## config.mk

```make
export PLATFORM = sky130hd
export DESIGN_NAME = spi_slave_tx_flat
export DESIGN_NICKNAME = d
export VERILOG_FILES = /design/src/rtl/spi_pkg.sv /design/src/rtl/spi_slave_tx_if.sv /design/src/rtl/spi_sync_edge.sv /design/src/rtl/spi_slave_tx.sv /design/src/flat_wrapper.sv
export SDC_FILE = /design/constraint.sdc
export NUM_CORES = 1
export LEC_CHECK = 0
export CORE_MARGIN = 1
export CORE_UTILIZATION = 57
export CTS_CLUSTER_DIAMETER = 200
export CTS_CLUSTER_SIZE = 25
export DETAILED_ROUTE_END_ITERATION = 8
export PLACE_DENSITY = 0.89
export SYNTH_ARGS = -nofsm -noshare
export SYNTH_HDL_FRONTEND = slang
export SYNTH_SLANG_ARGS = --single-unit
```

## constraint.sdc

```tcl
create_clock -name clk -period 3.16 [get_ports clk]
set_input_delay 0.316 -clock clk [delete_from_list [all_inputs] [get_ports clk]]
set_output_delay 0.316 -clock clk [all_outputs]
set_load 0.02 [all_outputs]
```

## src/rtl/spi_pkg.sv

```systemverilog
// spi_pkg: shared FSM state encoding, default element width and synchronizer depth for the SPI slave blocks
package spi_pkg;
  typedef enum logic [1:0] {
    IDLE    = 2'b00,
    LOADED  = 2'b01,
    SENDING = 2'b10,
    DONE    = 2'b11
  } state_t;
  localparam int DEFAULT_DATA_WIDTH = 8;
  localparam int SYNC_STAGES = 2;
endpackage

```

## src/rtl/spi_slave_tx_if.sv

```systemverilog
// spi_slave_tx_if: result handshake bundle; master drives i_valid/i_results, slave drives o_ready/o_busy/o_done
interface spi_slave_tx_if
  import spi_pkg::*;
#(
  parameter int DATA_WIDTH    = DEFAULT_DATA_WIDTH,
  parameter int RESULT_LENGTH = 10
);
  logic                                i_valid;
  logic                                o_ready;
  logic                                o_busy;
  logic                                o_done;
  logic [RESULT_LENGTH*DATA_WIDTH-1:0] i_results;
  modport master(output i_valid, i_results, input o_ready, o_busy, o_done);
  modport slave(input i_valid, i_results, output o_ready, o_busy, o_done);
endinterface

```

## src/rtl/spi_sync_edge.sv

```systemverilog
// spi_sync_edge: synchronizes async din into clk (ports clk, rst_n, din -> s level, rise, fall one-cycle pulses)
module spi_sync_edge
  import spi_pkg::*;
(
  input  logic clk,
  input  logic rst_n,
  input  logic din,
  output logic s,
  output logic rise,
  output logic fall
);
  logic [SYNC_STAGES-1:0] sync_q;
  logic                   d_q;
  always_ff @(posedge clk or negedge rst_n) begin
    if (!rst_n) begin
      sync_q <= '0;
      d_q    <= 1'b0;
    end else begin
      sync_q <= {sync_q[SYNC_STAGES-2:0], din};
      d_q    <= sync_q[SYNC_STAGES-1];
    end
  end
  assign s    = sync_q[SYNC_STAGES-1];
  assign rise = s & ~d_q;
  assign fall = ~s & d_q;
endmodule

```

## src/rtl/spi_slave_tx.sv

```systemverilog
// spi_slave_tx: latches a result vector via bus (slave modport) and shifts it MSB-first on miso per cs frame (ports clk, rst_n, sclk, cs, miso, bus)
module spi_slave_tx
  import spi_pkg::*;
#(
  parameter int DATA_WIDTH    = DEFAULT_DATA_WIDTH,
  parameter int RESULT_LENGTH = 10
)(
  input  logic           clk,
  input  logic           rst_n,
  input  logic           sclk,
  input  logic           cs,
  output logic           miso,
  spi_slave_tx_if.slave  bus
);
  localparam int BW = $clog2(DATA_WIDTH) + 1;
  localparam int YW = $clog2(RESULT_LENGTH) + 1;
  state_t                              state_q, state_d;
  logic [RESULT_LENGTH*DATA_WIDTH-1:0] res_q;
  logic [DATA_WIDTH-1:0]               sr_q;
  logic [BW-1:0]                       bit_q;
  logic [YW-1:0]                       byte_q, nxt;
  logic sclk_s, sclk_rise, sclk_fall, cs_s, cs_rise, cs_fall;
  logic shift, byte_end, last, unused_ok;
  spi_sync_edge u_sclk (.clk(clk), .rst_n(rst_n), .din(sclk), .s(sclk_s), .rise(sclk_rise), .fall(sclk_fall));
  spi_sync_edge u_cs   (.clk(clk), .rst_n(rst_n), .din(cs),   .s(cs_s),   .rise(cs_rise),   .fall(cs_fall));
  assign unused_ok = sclk_s ^ sclk_rise;
  assign shift    = (state_q == SENDING) & sclk_fall & ~cs_s;
  assign byte_end = bit_q == BW'(DATA_WIDTH - 1);
  assign last     = byte_end & (byte_q == YW'(RESULT_LENGTH - 1));
  assign nxt      = byte_q + 1'b1;
  always_comb begin
    state_d = state_q;
    case (state_q)
      IDLE:    state_d = bus.i_valid ? LOADED : IDLE;
      LOADED:  state_d = cs_fall ? SENDING : LOADED;
      SENDING: state_d = cs_rise ? LOADED : (shift && last) ? DONE : SENDING;
      default: state_d = IDLE;
    endcase
  end
  always_ff @(posedge clk or negedge rst_n) begin
    if (!rst_n) state_q <= IDLE;
    else        state_q <= state_d;
  end
  always_ff @(posedge clk or negedge rst_n) begin
    if (!rst_n) begin
      res_q  <= '0;
      sr_q   <= '0;
      bit_q  <= '0;
      byte_q <= '0;
    end else if (state_q == IDLE && bus.i_valid) begin
      res_q  <= bus.i_results;
      bit_q  <= '0;
      byte_q <= '0;
    end else if (state_q == LOADED && cs_fall) begin
      sr_q <= res_q[DATA_WIDTH-1:0];
    end else if (state_q == SENDING && cs_rise) begin
      bit_q  <= '0;
      byte_q <= '0;
    end else if (shift) begin
      bit_q  <= byte_end ? '0 : bit_q + 1'b1;
      byte_q <= byte_end ? nxt : byte_q;
      sr_q   <= byte_end ? DATA_WIDTH'(res_q >> (nxt * DATA_WIDTH)) : sr_q << 1;
    end
  end
  assign bus.o_ready = state_q == IDLE;
  assign bus.o_busy  = (state_q == LOADED) | (state_q == SENDING);
  assign bus.o_done  = state_q == DONE;
  assign miso        = (state_q == SENDING) & sr_q[DATA_WIDTH-1];
endmodule

```

## src/flat_wrapper.sv

```systemverilog
// flat-port wrapper written by rule: the top's interface ports become plain ports
module spi_slave_tx_flat import spi_pkg::*;
#(
  parameter int DATA_WIDTH    = DEFAULT_DATA_WIDTH,
  parameter int RESULT_LENGTH = 10
)
  (clk, rst_n, sclk, cs, miso, bus_i_valid, bus_i_results, bus_o_ready, bus_o_busy, bus_o_done);
  spi_slave_tx_if #(.DATA_WIDTH(DATA_WIDTH), .RESULT_LENGTH(RESULT_LENGTH)) bus_i ();
  input  logic clk;
  input  logic rst_n;
  input  logic sclk;
  input  logic cs;
  output logic miso;
  input wire logic [$bits(bus_i.i_valid)-1:0] bus_i_valid;
  input wire logic [$bits(bus_i.i_results)-1:0] bus_i_results;
  output wire logic [$bits(bus_i.o_ready)-1:0] bus_o_ready;
  output wire logic [$bits(bus_i.o_busy)-1:0] bus_o_busy;
  output wire logic [$bits(bus_i.o_done)-1:0] bus_o_done;
  assign bus_i.i_valid = bus_i_valid;
  assign bus_i.i_results = bus_i_results;
  assign bus_o_ready = bus_i.o_ready;
  assign bus_o_busy = bus_i.o_busy;
  assign bus_o_done = bus_i.o_done;
  spi_slave_tx #(.DATA_WIDTH(DATA_WIDTH), .RESULT_LENGTH(RESULT_LENGTH)) u_core (.clk(clk), .rst_n(rst_n), .sclk(sclk), .cs(cs), .miso(miso), .bus(bus_i));
endmodule
```

Word-level counts from Yosys, hierarchy flattened. Cells that the tools add are included.

$add $sub $neg: 2. Multipliers: 0. Equality and inequality tests: 7. Order comparisons: 0. Mux-type cells: 19. Bitwise gates (word level): 12. Reduce and logical (&&, ||, !) cells: 11. Divide/modulo/power cells: 0. Shifts and indexed selects: 1.

Operators by type and width (number): right shift 80 x 8 -> 8 bit (1); 2-to-1 mux 8 bit (4); 2-to-1 mux 5 bit (5); 2-to-1 mux 4 bit (5); AND 1 bit (7); one-hot mux 2 bit (3 select lines) (1); AND reduction 3 bit (2); nonzero test 3 bit (2); adder 5 x 1 -> 5 bit, second input constant (1); == test 5 x 4 -> 1 bit, second input constant (1); adder 4 x 1 -> 4 bit, second input constant (1); == test 2 bit, second input constant (2); == test 4 x 3 -> 1 bit, second input constant (1); logical AND 1 bit (4); 2-to-1 mux 2 bit (2); inequality test 2 x 1 -> 1 bit, second input constant (2); inverter 1 bit (4); == test 2 x 1 -> 1 bit, second input constant (1); logical NOT 2 bit (1); 2-to-1 mux 1 bit (2); AND reduction 2 bit (1); nonzero test 2 bit (1); bitwise OR 1 bit (1).

Input bits: 85. Bits in read-only memories: 0. Bits in registers: 105. Memories: 0. RAM bits: 0. Bits in latches: 0.

Longest topological paths before layout.
Depth after elaboration: 8. Gate-level depth with buffers: 8.

By module. Synthesis repeated with hierarchy kept, for this count alone.

Cells, all modules: 378. Area total of the unflattened synthesis: 5028.6 sq um.

Modules (own cells, without submodules): spi_slave_tx (seq. area each 2477.4 sq um, area each 4848.4 sq um, times used 1, cells an instance 368); spi_sync_edge (seq. area each 75.1 sq um, area each 90.1 sq um, times used 2, cells an instance 5).

Worst setup path before layout. OpenSTA, ideal clock, no wires.

Path type: reg-to-reg. From: reg u_core.state_q[0]. To: reg u_core.sr_q[6]. Clock period less this slack: 1.937 ns. Required time: 3.033 ns. Library setup time: 0.127 ns. Setup slack: 1.223 ns. Cell stages (with the launch flop): 9. Data arrival time: 1.811 ns. Cells stage by stage: dfrtp_1 > inv_1 > ha_1 > and2_4 > buf_6 > a211o_1 > a221o_1 > o221ai_1 > a21oi_1.

Elaborated cells on any way between the ends: 13. Those cells by class: 3 x eq/ne; 1 x mux; 3 x bitwise; 6 x reduce/logical.

RTL lines: start: declaration (RTL line spi_slave_tx.sv:17) `state_t state_q, state_d;`; start signal: assignment (RTL line spi_slave_tx.sv:42) `else state_q <= state_d;`; logical NOT 2 bit; net bus_o_ready (RTL line flat_wrapper.sv:16) `output wire logic [$bits(bus_i.o_ready)-1:0] bus_o_ready;`; logical AND 1 bit (RTL line spi_slave_tx.sv:50) `end else if (state_q == IDLE && bus.i_valid) begin`; inverter 1 bit (no source line); AND reduction 3 bit (no source line); end signal: assignment (RTL line spi_slave_tx.sv:55) `sr_q <= res_q[DATA_WIDTH-1:0];`; end signal: assignment (RTL line spi_slave_tx.sv:62) `sr_q <= byte_end ? DATA_WIDTH'(res_q >> (nxt * DATA_WIDTH)) : sr_q << 1;`; end: declaration (RTL line spi_slave_tx.sv:19) `logic [DATA_WIDTH-1:0] sr_q;`.

The timed path passes the listed nets, and every way through them passes these cells. A chain may end at the register's enable or synchronous reset.

Final worst setup path.
From: reg u_core.state_q[0]. To: reg u_core.sr_q[7].

Longest elaborated chain between the ends: 5. Elaborated cells on any way between the ends: 13. Those cells by class: 3 x eq/ne; 1 x mux; 3 x bitwise; 6 x reduce/logical.

RTL lines: == test 2 bit (RTL line spi_slave_tx.sv:27, spi_slave_tx.sv:56); AND 1 bit (2 in series) (RTL line spi_slave_tx.sv:27) `assign shift = (state_q == SENDING) & sclk_fall & ~cs_s;`; nonzero test 2 bit (no source line); AND reduction 3 bit (no source line).

Parallel ways exist; a longest one is shown, timed or not.

==> metrics.txt <==
status=finished, final reports clean; Tightest Hold Check Type=register to register; Fmax=around 420 MHz; Slew headroom=0.445; fraction of layout cells with a size suffix above 1=0.0872; Hold Slack=~0.36 ns; I/O Buffers=a little under 90; Syn Std Cell Area=around 0.005 mm2; nets@finish=slightly below 700; GR peak layer=met2; Num CTS Buffers=9; Root Driver=clkbuf_8; met3 Use GR=0.0439; Storage cell area=between 0.002 and 0.003 mm2; Via Count=about 4,200; commonest non-fill, non-tap cell in the layout=nand2_1; Total GRT Usage=0.289; Die Area=a little over 0.009 mm2; first-pass GRT wire length=19,600 um; setup violators final=0; Main synth FF type=dfrtp_1; gp weighted congestion=approximately 0.88; Iter 0 DRT Violations=between 300 and 400; Final Slew Violations=0; sum of negative setup slack=0 ns; sequential share of power=0.488; most frequent cells in the layout=nand2_1, dfrtp_1, clkdlybuf4s50_1; CTS HTree Levels=3; antenna viol nets, final=0; Synth Net Count=a little over 600; Yosys reg bits=between 100 and 150; crit path max fanout=between 80 and 90; Pint=about 2900 uW; area of the multi-input gates=approximately 0.0022 mm2; Syn Inst Count=526; grt ovf=0; skew final=about 0.014 ns; peak supply drop=0.332 mV; Clk network pwr share=0.181; Max Cap Viol=0; # rows=33; Seq/Total Area, Yosys=0.528; Longest Clk Path Bufs=2; syn_area_per_cell=9.47 um2; dpl cell area=roughly 0.006 mm2; power per cell area=740 mW/mm2; fin area=around 0.0061 mm2; switching share of power=0.368; Worst-path clk slew=0.11 ns; filler cell count in the final layout=600; Die H=roughly 95 um; # diodes=0; met1 usage in global routing=0.391; Static Leak=0.00292 uW; CTS tree=built; largest net degree at the start of global routing=a little under 90; RSZ-0062 raised after global routing=false; P_sw=between 1500 and 2000 uW; Combinational Power Share=0.331; final WL=12,000 um; Final Hold Fails=0; HPWL Detailed=between 8000 and 9000 um; DRC=0; P&R area growth vs syn=22.7%; Final Critical Period=between 2 and 2.5 ns; WP data arrival=between 2 and 3 ns; Ports=~90; crit start category=register; CP required=3.40 ns; number of flops mapped to enable cells by yosys=0; Initial Util=0.597; clock sinks=approximately 110; Die X=roughly 95 um; Vias/cell=just under 6; worst skew pair latency=around 0.36 ns; asr flop ratio synth=1.00; initial antenna violation count=0; Final period util=0.755; post-synth cell types=48; Hold Path Depth=0; First-pass DRT Iterations=5; Core Region=0.00834 mm2; Setup crit end kind=register; Ys Warns=0; WS Path Type=register to register; vias in the first global route=between 4,000 and 5,000; r2r worst-path depth=7; actual slew at the worst max-slew pin=about 0.83 ns; grt met2 use=0.483; WL per Instance=between 15 and 20 um
## layer usage
| metal | wire [um] | vias up |
|---|---|---|
| li1 | - | 1918 |
| met1 | 5150 | 2054 |
| met2 | 6050 | 166 |
| met3 | 692 | 19 |
| met4 | 140 | 0 |
| met5 | 0 | - |
## registers in the layout, summed over array words and instances, names as in the netlist
register	count
u_core.state_q	2
u_core.bit_q	4
u_core.u_sclk.sync_q	2
u_core.sr_q	8
u_core.u_cs.d_q	1
u_core.byte_q	5
u_core.u_cs.sync_q	2
u_core.res_q	80
u_core.u_sclk.d_q	1
## power by group through the flow
stage	combinational, uW	clock [uW]	sequential [uW]
floorplan	1080	0	2080
global placement	1410	0	2160
detailed placement	1490	0	2220
CTS	1500	831	2190
global route	1680	883	2260
finish	1500	821	2210
## worst max-delay path, cell delays in order, from the launching register on
cell	delay (ns)
dfrtp_1	0.41
inv_1	0.08
ha_1	0.25
and2_4	0.37
a211oi_2	0.68
o211ai_1	0.21
a21oi_1	0.17
a21oi_1	0.08
## per-stage QoR
step | utilization | worst slack [ns] | total power, uW | instances
after floorplan | - | 1.22 | 3160 | 526
after global placement | 0.708 | 0.786 | 3580 | 696
after detailed placement | 0.708 | 0.715 | 3710 | 696
after CTS | 0.733 | 0.791 | 4520 | 713
after global routing | 0.733 | 0.637 | 4830 | 713
final | 0.733 | 0.773 | 4520 | 713
## final cells by class
class / instances / area share
clock buffer: 11 / 0.0248
multi-input combinational: 387 / 0.360
tap: 105 / 0.0215
sequential: 105 / 0.430
inverter: 5 / 0.00307
timing repair buffer: 95 / 0.153
clock inverter: 5 / 0.00778
## what timing repair did
item | CTS | global route
resized for setup | 0 | 0
hold endpoints to repair | 36 | 0
buffers inserted | 0 | 0
hold buffers | 1 | 0
## cells by family after synthesis
| kind of cell | synth area share |
|---|---|
| AOI/OAI and AO/OA | 0.0905 |
| xor gates and xnor gates | 0.00704 |
| adders and majority gates | 0.0176 |
| buffers and inverters | 0.0307 |
| DFF | 0.528 |
| muxes | 0.0905 |
| and+or+nand+nor | 0.236 |
## worst paths after layout
path	start	endpoint	slack [ns]
worst max-delay path	u_core.state_q[0]	u_core.sr_q[7]	0.77
worst min-delay path	u_core.u_sclk.sync_q[0]	u_core.u_sclk.sync_q[1]	0.36
worst max register to register	u_core.state_q[0]	u_core.sr_q[7]	0.77
worst min register to register	u_core.u_sclk.sync_q[0]	u_core.u_sclk.sync_q[1]	0.36
max in group asynchronous	rst_n	u_core.res_q[24]	1.82
min in group asynchronous	rst_n	u_core.res_q[63]	0.51
## cells in the mapped netlist, types with 2 or more instances
master | number | area [um2]
nand2_1 | 255 | 957
inv_1 | 5 | 18.8
a21oi_1 | 20 | 100
mux4_2 | 16 | 360
a221o_1 | 6 | 60.1
ha_1 | 7 | 87.6
nand2b_1 | 2 | 12.5
o22ai_1 | 3 | 18.8
and2_1 | 3 | 18.8
xnor2_1 | 3 | 26.3
a22oi_1 | 8 | 60.1
o211ai_1 | 2 | 15.0
or4_1 | 6 | 45.0
clkbuf_1 | 17 | 63.8
nand3b_1 | 2 | 15.0
nand3_1 | 5 | 25.0
nor2_1 | 4 | 15.0
buf_1 | 4 | 15.0
buf_2 | 4 | 20.0
o21ai_0 | 6 | 30.0
dfrtp_1 | 105 | 2630
nor2b_1 | 3 | 18.8
buf_6 | 2 | 22.5
mux2_2 | 8 | 90.1
a22o_1 | 2 | 17.5
o221ai_1 | 6 | 52.6
(Power assumes the default switching activity.)
==> RTL edit 1 (same flow settings) <==
`RESULT_LENGTH` is set to 10 in 3 places; all go to 9.
--- a/src/rtl/spi_slave_tx_if.sv
+++ b/src/rtl/spi_slave_tx_if.sv
@@ -5,3 +5,3 @@
   parameter int DATA_WIDTH    = DEFAULT_DATA_WIDTH,
-  parameter int RESULT_LENGTH = 10
+  parameter int RESULT_LENGTH = 9
 );
--- a/src/rtl/spi_slave_tx.sv
+++ b/src/rtl/spi_slave_tx.sv
@@ -5,3 +5,3 @@
   parameter int DATA_WIDTH    = DEFAULT_DATA_WIDTH,
-  parameter int RESULT_LENGTH = 10
+  parameter int RESULT_LENGTH = 9
 )(
--- a/src/flat_wrapper.sv
+++ b/src/flat_wrapper.sv
@@ -4,3 +4,3 @@
   parameter int DATA_WIDTH    = DEFAULT_DATA_WIDTH,
-  parameter int RESULT_LENGTH = 10
+  parameter int RESULT_LENGTH = 9
 )
Interface: changed (resized bus_i_results); port bits go from 89 to 81. No check against the original RTL was run, so the function may have changed too.
==> RTL edit 1 against the unedited design <==
  * Clock skew fell by 0.0019 ns
  * Sequential cell count down 8
  * Power fell by 4.6%
  * Via count fell by 6.5%
  * Worst setup slack improved by 0.17 ns
  * Global-route usage fell by 0.060 points
  * Area after synthesis is 6.2% lower
  * Cell area decreased by 6.3%
  * Routed wire length decreased by 5.6%
  * Non-clock buffer count down 8
  * Largest power group unchanged
==> RTL edit 1: results (changes against the unedited design) <==
----------------------------------------------------
[Outcome]
  Status ... finished clean (unchanged)

[Worst setup path]
  Flop-to-flop setup slack ... 0.94 ns (was 0.77 ns)
  Endpoint arrival time on the critical path ... 2.50 ns (was 2.63 ns)
  Master of the slowest instance on the critical path ... nor3_2 (was a211oi_2)
  Worst r2r src ... u_core.byte_q[0] (was u_core.state_q[0])
  Capture instance of the worst register-to-register path ... u_core.sr_q[0] (was u_core.sr_q[7])
  Family of cells with the greatest summed delay on the critical path ... simple AND/OR/NAND/NOR gates (was compound AO/OA/AOI/OAI gates)
  Largest fanout of any net on the critical path ... 21 (was 88)

[Pwr]
  Internal power ... 2.712 mW (was 2.859 mW)
  Worst voltage drop across the vdd grid ... 0.3738 mV (was 0.3317 mV)
  Pleak ... 2.717 nW (was 2.918 nW)

[Global route]
  Wire length of the first global-routing pass ... 18.86 mm (was 19.64 mm)
  Pin count of the biggest net entering global routing ... 53 (was 89)
  Total GRT Usage ... 28.82% (was 28.88%)
  Number of global-route vias before repair ... 3930 (was 4064)

[Placed design]
  Total of buffers placed on input and output ports ... 80 (was 88)
  Final weighted congestion in routability-driven placement ... 0.8838 (was 0.8829)
  Dpl hpwl ... 8.426 mm (was 8.737 mm)

[Yosys]
  Top cell types by occurrence after synthesis ... nand2_1 (228), dfrtp_1 (97), a21oi_1 (21), inv_1 (21), clkbuf_1 (19) (was nand2_1 (255), dfrtp_1 (105), a21oi_1 (20))
  Post-synthesis cell type count ... 44 (was 48)
  Register area share after synthesis ... 51.94% (was 52.76%)
  Nets in the synthesized netlist ... 587 (was 618)

[Drt]
  Average routed wire per standard cell ... 16.71 um (was 16.89 um)
  Number of detailed-routing iterations run before antenna repair ... 6 (was 5)
  Via count normalized by instance count ... 5.715 (was 5.830)
  Initial DRC Count ... 327 (was 349)

[Final layout]
  Largest registers ... u_core.res_q: 72 flops, u_core.sr_q: 8 flops, u_core.byte_q: 5 flops (was u_core.res_q: 80 flops, u_core.sr_q: 8 flops, u_core.byte_q: 5 flops)
  Proportion of layout cells with a drive suffix above 1 ... 7.785% (was 8.717%)
  Net count, final ... 657 (was 695)

[STA]
  Transition time at the pin with the least slew margin ... 0.7633 ns (was 0.8321 ns)

[Clock network]
  Clk slew on worst S/H paths ... 0.09 ns (was 0.11 ns)

[Worst hold path]
  Source of the worst hold timing path ... u_core.u_cs.sync_q[0] (was u_core.u_sclk.sync_q[0])
  Worst Hold End ... u_core.u_cs.sync_q[1] (was u_core.u_sclk.sync_q[1])

----------------------------------------------------
RTL edit 1: changes by cell type in the layout (fill, tap and decap cells not counted), moves of 2 or more:
cell	unedited run	this run
nand2_1	254	227
inv_1	5	21
o22a_1	0	10
clkdlybuf4s50_1	87	79
dfrtp_1	105	97
mux2_2	8	0
a22oi_1	8	1
clkbuf_8	11	9
clkinv_4	2	0
inv_6	0	2
nor2_1	4	6
nor3_1	1	3
o211ai_1	2	0
o21ai_1	1	3
RTL edit 1: how the worst max path moves through the flow:
stage,start,endpoint
floorplan,u_core.byte_q[0],u_core.sr_q[1]
global placement,bus_i_valid,u_core.byte_q[2]
detailed placement,bus_i_valid,u_core.bit_q[2]
CTS,u_core.state_q[0],miso
global route,u_core.byte_q[0],u_core.sr_q[2]
finish,u_core.byte_q[0],u_core.sr_q[0]
RTL edit 1: final cells by class:
class,instances,area (um^2)
Fill cell,561,2118
Timing Repair Buffer,87,853.3
Tap cell,102,127.6
Clock buffer,10,127.6
Clock inverter,6,71.32
Inverter,21,78.83
Multi-Input combinational cell,357,2043
Sequential cell,97,2427
RTL edit 1: metrics by stage:
stage	worst slack [ns]	area, um^2	instances	hold WS [ns]	utilization (%)
2_1_floorplan	1.190	4673	503	0.02041	-
3_3_place_gp	0.9385	5520	663	0.3457	70.34
3_5_place_dp	0.9148	5520	663	0.3433	70.34
4_1_cts	0.9521	5729	680	0.3720	73.01
5_1_grt	0.6931	5729	680	0.3763	73.01
6_report	0.9428	5729	680	0.3665	73.01
RTL edit 1: power by group through the flow:
| stage | registers, mW | logic (mW) | clock network [mW] |
|---|---|---|---|
| finish | 2.07 | 1.42 | 0.822 |
| global route | 2.11 | 1.61 | 0.868 |
| CTS | 2.06 | 1.43 | 0.823 |
| detailed placement | 2.08 | 1.42 | 0 |
| global placement | 2.05 | 1.33 | 0 |
| floorplan | 1.92 | 1.03 | 0 |
RTL edit 1: cell families after synthesis:
| kind of cell | Yosys count | synth area share [%] |
|---|---|---|
| xor gates and xnor gates | 4 | 0.7498 |
| buffers and inverters | 49 | 4.417 |
| adders and majority gates | 7 | 1.874 |
| muxes | 16 | 7.711 |
| AOI/OAI and AO/OA | 65 | 10.09 |
| DFF | 97 | 51.94 |
| and+or+nand+nor | 265 | 23.21 |
RTL edit 1: layer usage:
layer / GRT usage (%) / routed length (um) / up-vias
met5: 0 / 0 / -
met3: 4.926 / 654 / 26
met2: 48.40 / 5699 / 150
met1: 37.99 / 4690 / 1895
met4: 10.03 / 316 / 0
li1: - / - / 1815
RTL edit 1: timing repair:
action | 4_1_cts | 5_1_grt
endpoints found under the hold margin | 24 | 0
setup endpoints to repair | 0 | 0
hold buffers | 1 | 0
==> RTL edit 2 (same flow settings) <==
Without the edit above. The 4 states of `state_t` get a one-hot encoding in 4 bits.
--- a/src/rtl/spi_pkg.sv
+++ b/src/rtl/spi_pkg.sv
@@ -2,7 +2,7 @@
 package spi_pkg;
-  typedef enum logic [1:0] {
-    IDLE    = 2'b00,
-    LOADED  = 2'b01,
-    SENDING = 2'b10,
-    DONE    = 2'b11
+  typedef enum logic [3:0] {
+    IDLE    = 4'b0001,
+    LOADED  = 4'b0010,
+    SENDING = 4'b0100,
+    DONE    = 4'b1000
   } state_t;
Function: same outputs for any inputs over 10 cycles, from zero or initial values and one cycle with rst_n low; not proved beyond that.
==> RTL edit 2 against the unedited design <==
  * Clock power fell by 2.8%
  * Synthesized cell count increased by 5.5%
  * Worst hold slack worse by 0.0050 ns
  * Power grew 24%
  * Routed wire length up 1.5%
  * Sequential cell count up 2
  * Worst setup slack lost 0.11 ns
  * Area after synthesis grew 3.9%
  * Cell area grew 2.9%
  * First-iteration DRC count fell by 11%
  * Critical path type unchanged
==> RTL edit 2: results (changes against the unedited design) <==
----------------------------------------------------
[Drt]
  Number of detailed-routing iterations run before antenna repair ... 5 (unchanged)
  Initial DRC Count ... 312 (was 349)
  Average routed wire per standard cell ... 16.40 um (was 16.89 um)
  Wire length on met1 ... 4.946 mm (was 5.153 mm)
  Length of routed met3 wiring ... 687 um (was 692 um)
  Total detailed-routing wirelength ... 12.22 mm (was 12.04 mm)
  Met2 routed wirelength ... 6.290 mm (was 6.054 mm)

[Worst setup path]
  Delay of the slowest critical-path stage ... 0.50 ns (was 0.68 ns)
  Master of the slowest instance on the critical path ... ha_1 (was a211oi_2)
  Worst setup startpoint ... u_core.byte_q[0] (was u_core.state_q[0])
  Endpoint arrival time on the critical path ... 2.81 ns (was 2.63 ns)
  Largest fanout of any net on the critical path ... 30 (was 88)
  Flop-to-flop setup slack ... 0.66 ns (was 0.77 ns)

[Clock network]
  # H-tree levels ... 3 (unchanged)
  Post-cts gate resize count ... 0 (unchanged)
  Clock latency of the later-clocked register in the worst-skew pair ... 0.38 ns (was 0.36 ns)

[Pwr]
  Power share of the combinational group ... 43.3% (was 33.1%)
  Combinational-cell power consumption ... 2.44 mW (was 1.50 mW)
  Power of the clock network ... 0.798 mW (was 0.821 mW)
  Worst voltage drop across the vdd grid ... 0.4237 mV (was 0.3317 mV)

[Yosys]
  Register area share after synthesis ... 51.78% (was 52.76%)
  Nets in the synthesized netlist ... 643 (was 618)
  Post-synthesis cell type count ... 50 (was 48)
  Post-synthesis cell count ... 555 (was 526)
  Top cell types by occurrence after synthesis ... nand2_1 (260), dfrtp_1 (106), a21oi_1 (25) (was nand2_1 (255), dfrtp_1 (105), a21oi_1 (20))

[Placed design]
  Final weighted congestion in routability-driven placement ... 0.9495 (was 0.8829)
  Dpl hpwl ... 8.874 mm (was 8.737 mm)
  Cells after DPL ... 728 (was 696)

[Global route]
  Total GRT Usage ... 27.81% (was 28.88%)
  Number of global-route vias before repair ... 4453 (was 4064)
  Met2 Use GR ... 47.83% (was 48.27%)
  Pin count of the biggest net entering global routing ... 63 (was 89)

[Final layout]
  Proportion of layout cells with a drive suffix above 1 ... 7.849% (was 8.717%)
  Count of filler cells inserted in the layout ... 656 (was 600)
  Net count, final ... 720 (was 695)

[STA]
  Max Clock Skew ... 0.01194 ns (was 0.01404 ns)

[Outcome]
  Status ... finished clean (unchanged)

----------------------------------------------------
## RTL edit 2: stage by stage
stage | util, % | hold slack, ns | worst slack, ns | instance area (um^2)
6_report | 71.80 | 0.3569 | 0.6620 | 6292
5_1_grt | 71.80 | 0.3631 | 0.4518 | 6292
4_1_cts | 71.80 | 0.3595 | 0.6754 | 6292
3_5_place_dp | 69.59 | 0.3364 | 0.7135 | 6098
3_3_place_gp | 69.59 | 0.3354 | 0.8068 | 6098
2_1_floorplan | - | 0.02041 | 1.242 | 5174
## RTL edit 2: logic make-up after synthesis
logic type / Yosys count / share of synthesized area (%)
XOR/XNOR: 2 / 0.3386
multiplexers: 27 / 8.658
adder cells (fa/ha/maj): 3 / 0.7256
buffers and inverters: 35 / 3.579
flip-flops: 107 / 51.78
AO/OA/AOI/OAI: 67 / 8.803
AND/OR/NAND/NOR: 314 / 26.12
## RTL edit 2: area by class of cell
type                       instances  area share [%]
inverter                           6          0.3579
timing repair buffer              95           15.23
clock inverter                     6          0.7357
tap                              108           2.148
clock buffer                      10           2.187
multi-input combinational        413           36.77
sequential                       107           42.57
## RTL edit 2: worst min path at each step
stage	endpoint	slack [ns]	cells past startpoint	from
after global routing	u_core.u_sclk.sync_q[1]	0.36	0	u_core.u_sclk.sync_q[0]
after global placement	u_core.u_sclk.d_q	0.34	1	rst_n
after floorplan	u_core.bit_q[0]	0.02	0	rst_n
final	u_core.u_sclk.sync_q[1]	0.36	0	u_core.u_sclk.sync_q[0]
after CTS	u_core.u_sclk.sync_q[1]	0.36	0	u_core.u_sclk.sync_q[0]
after detailed placement	u_core.u_sclk.sync_q[1]	0.34	0	u_core.u_sclk.sync_q[0]
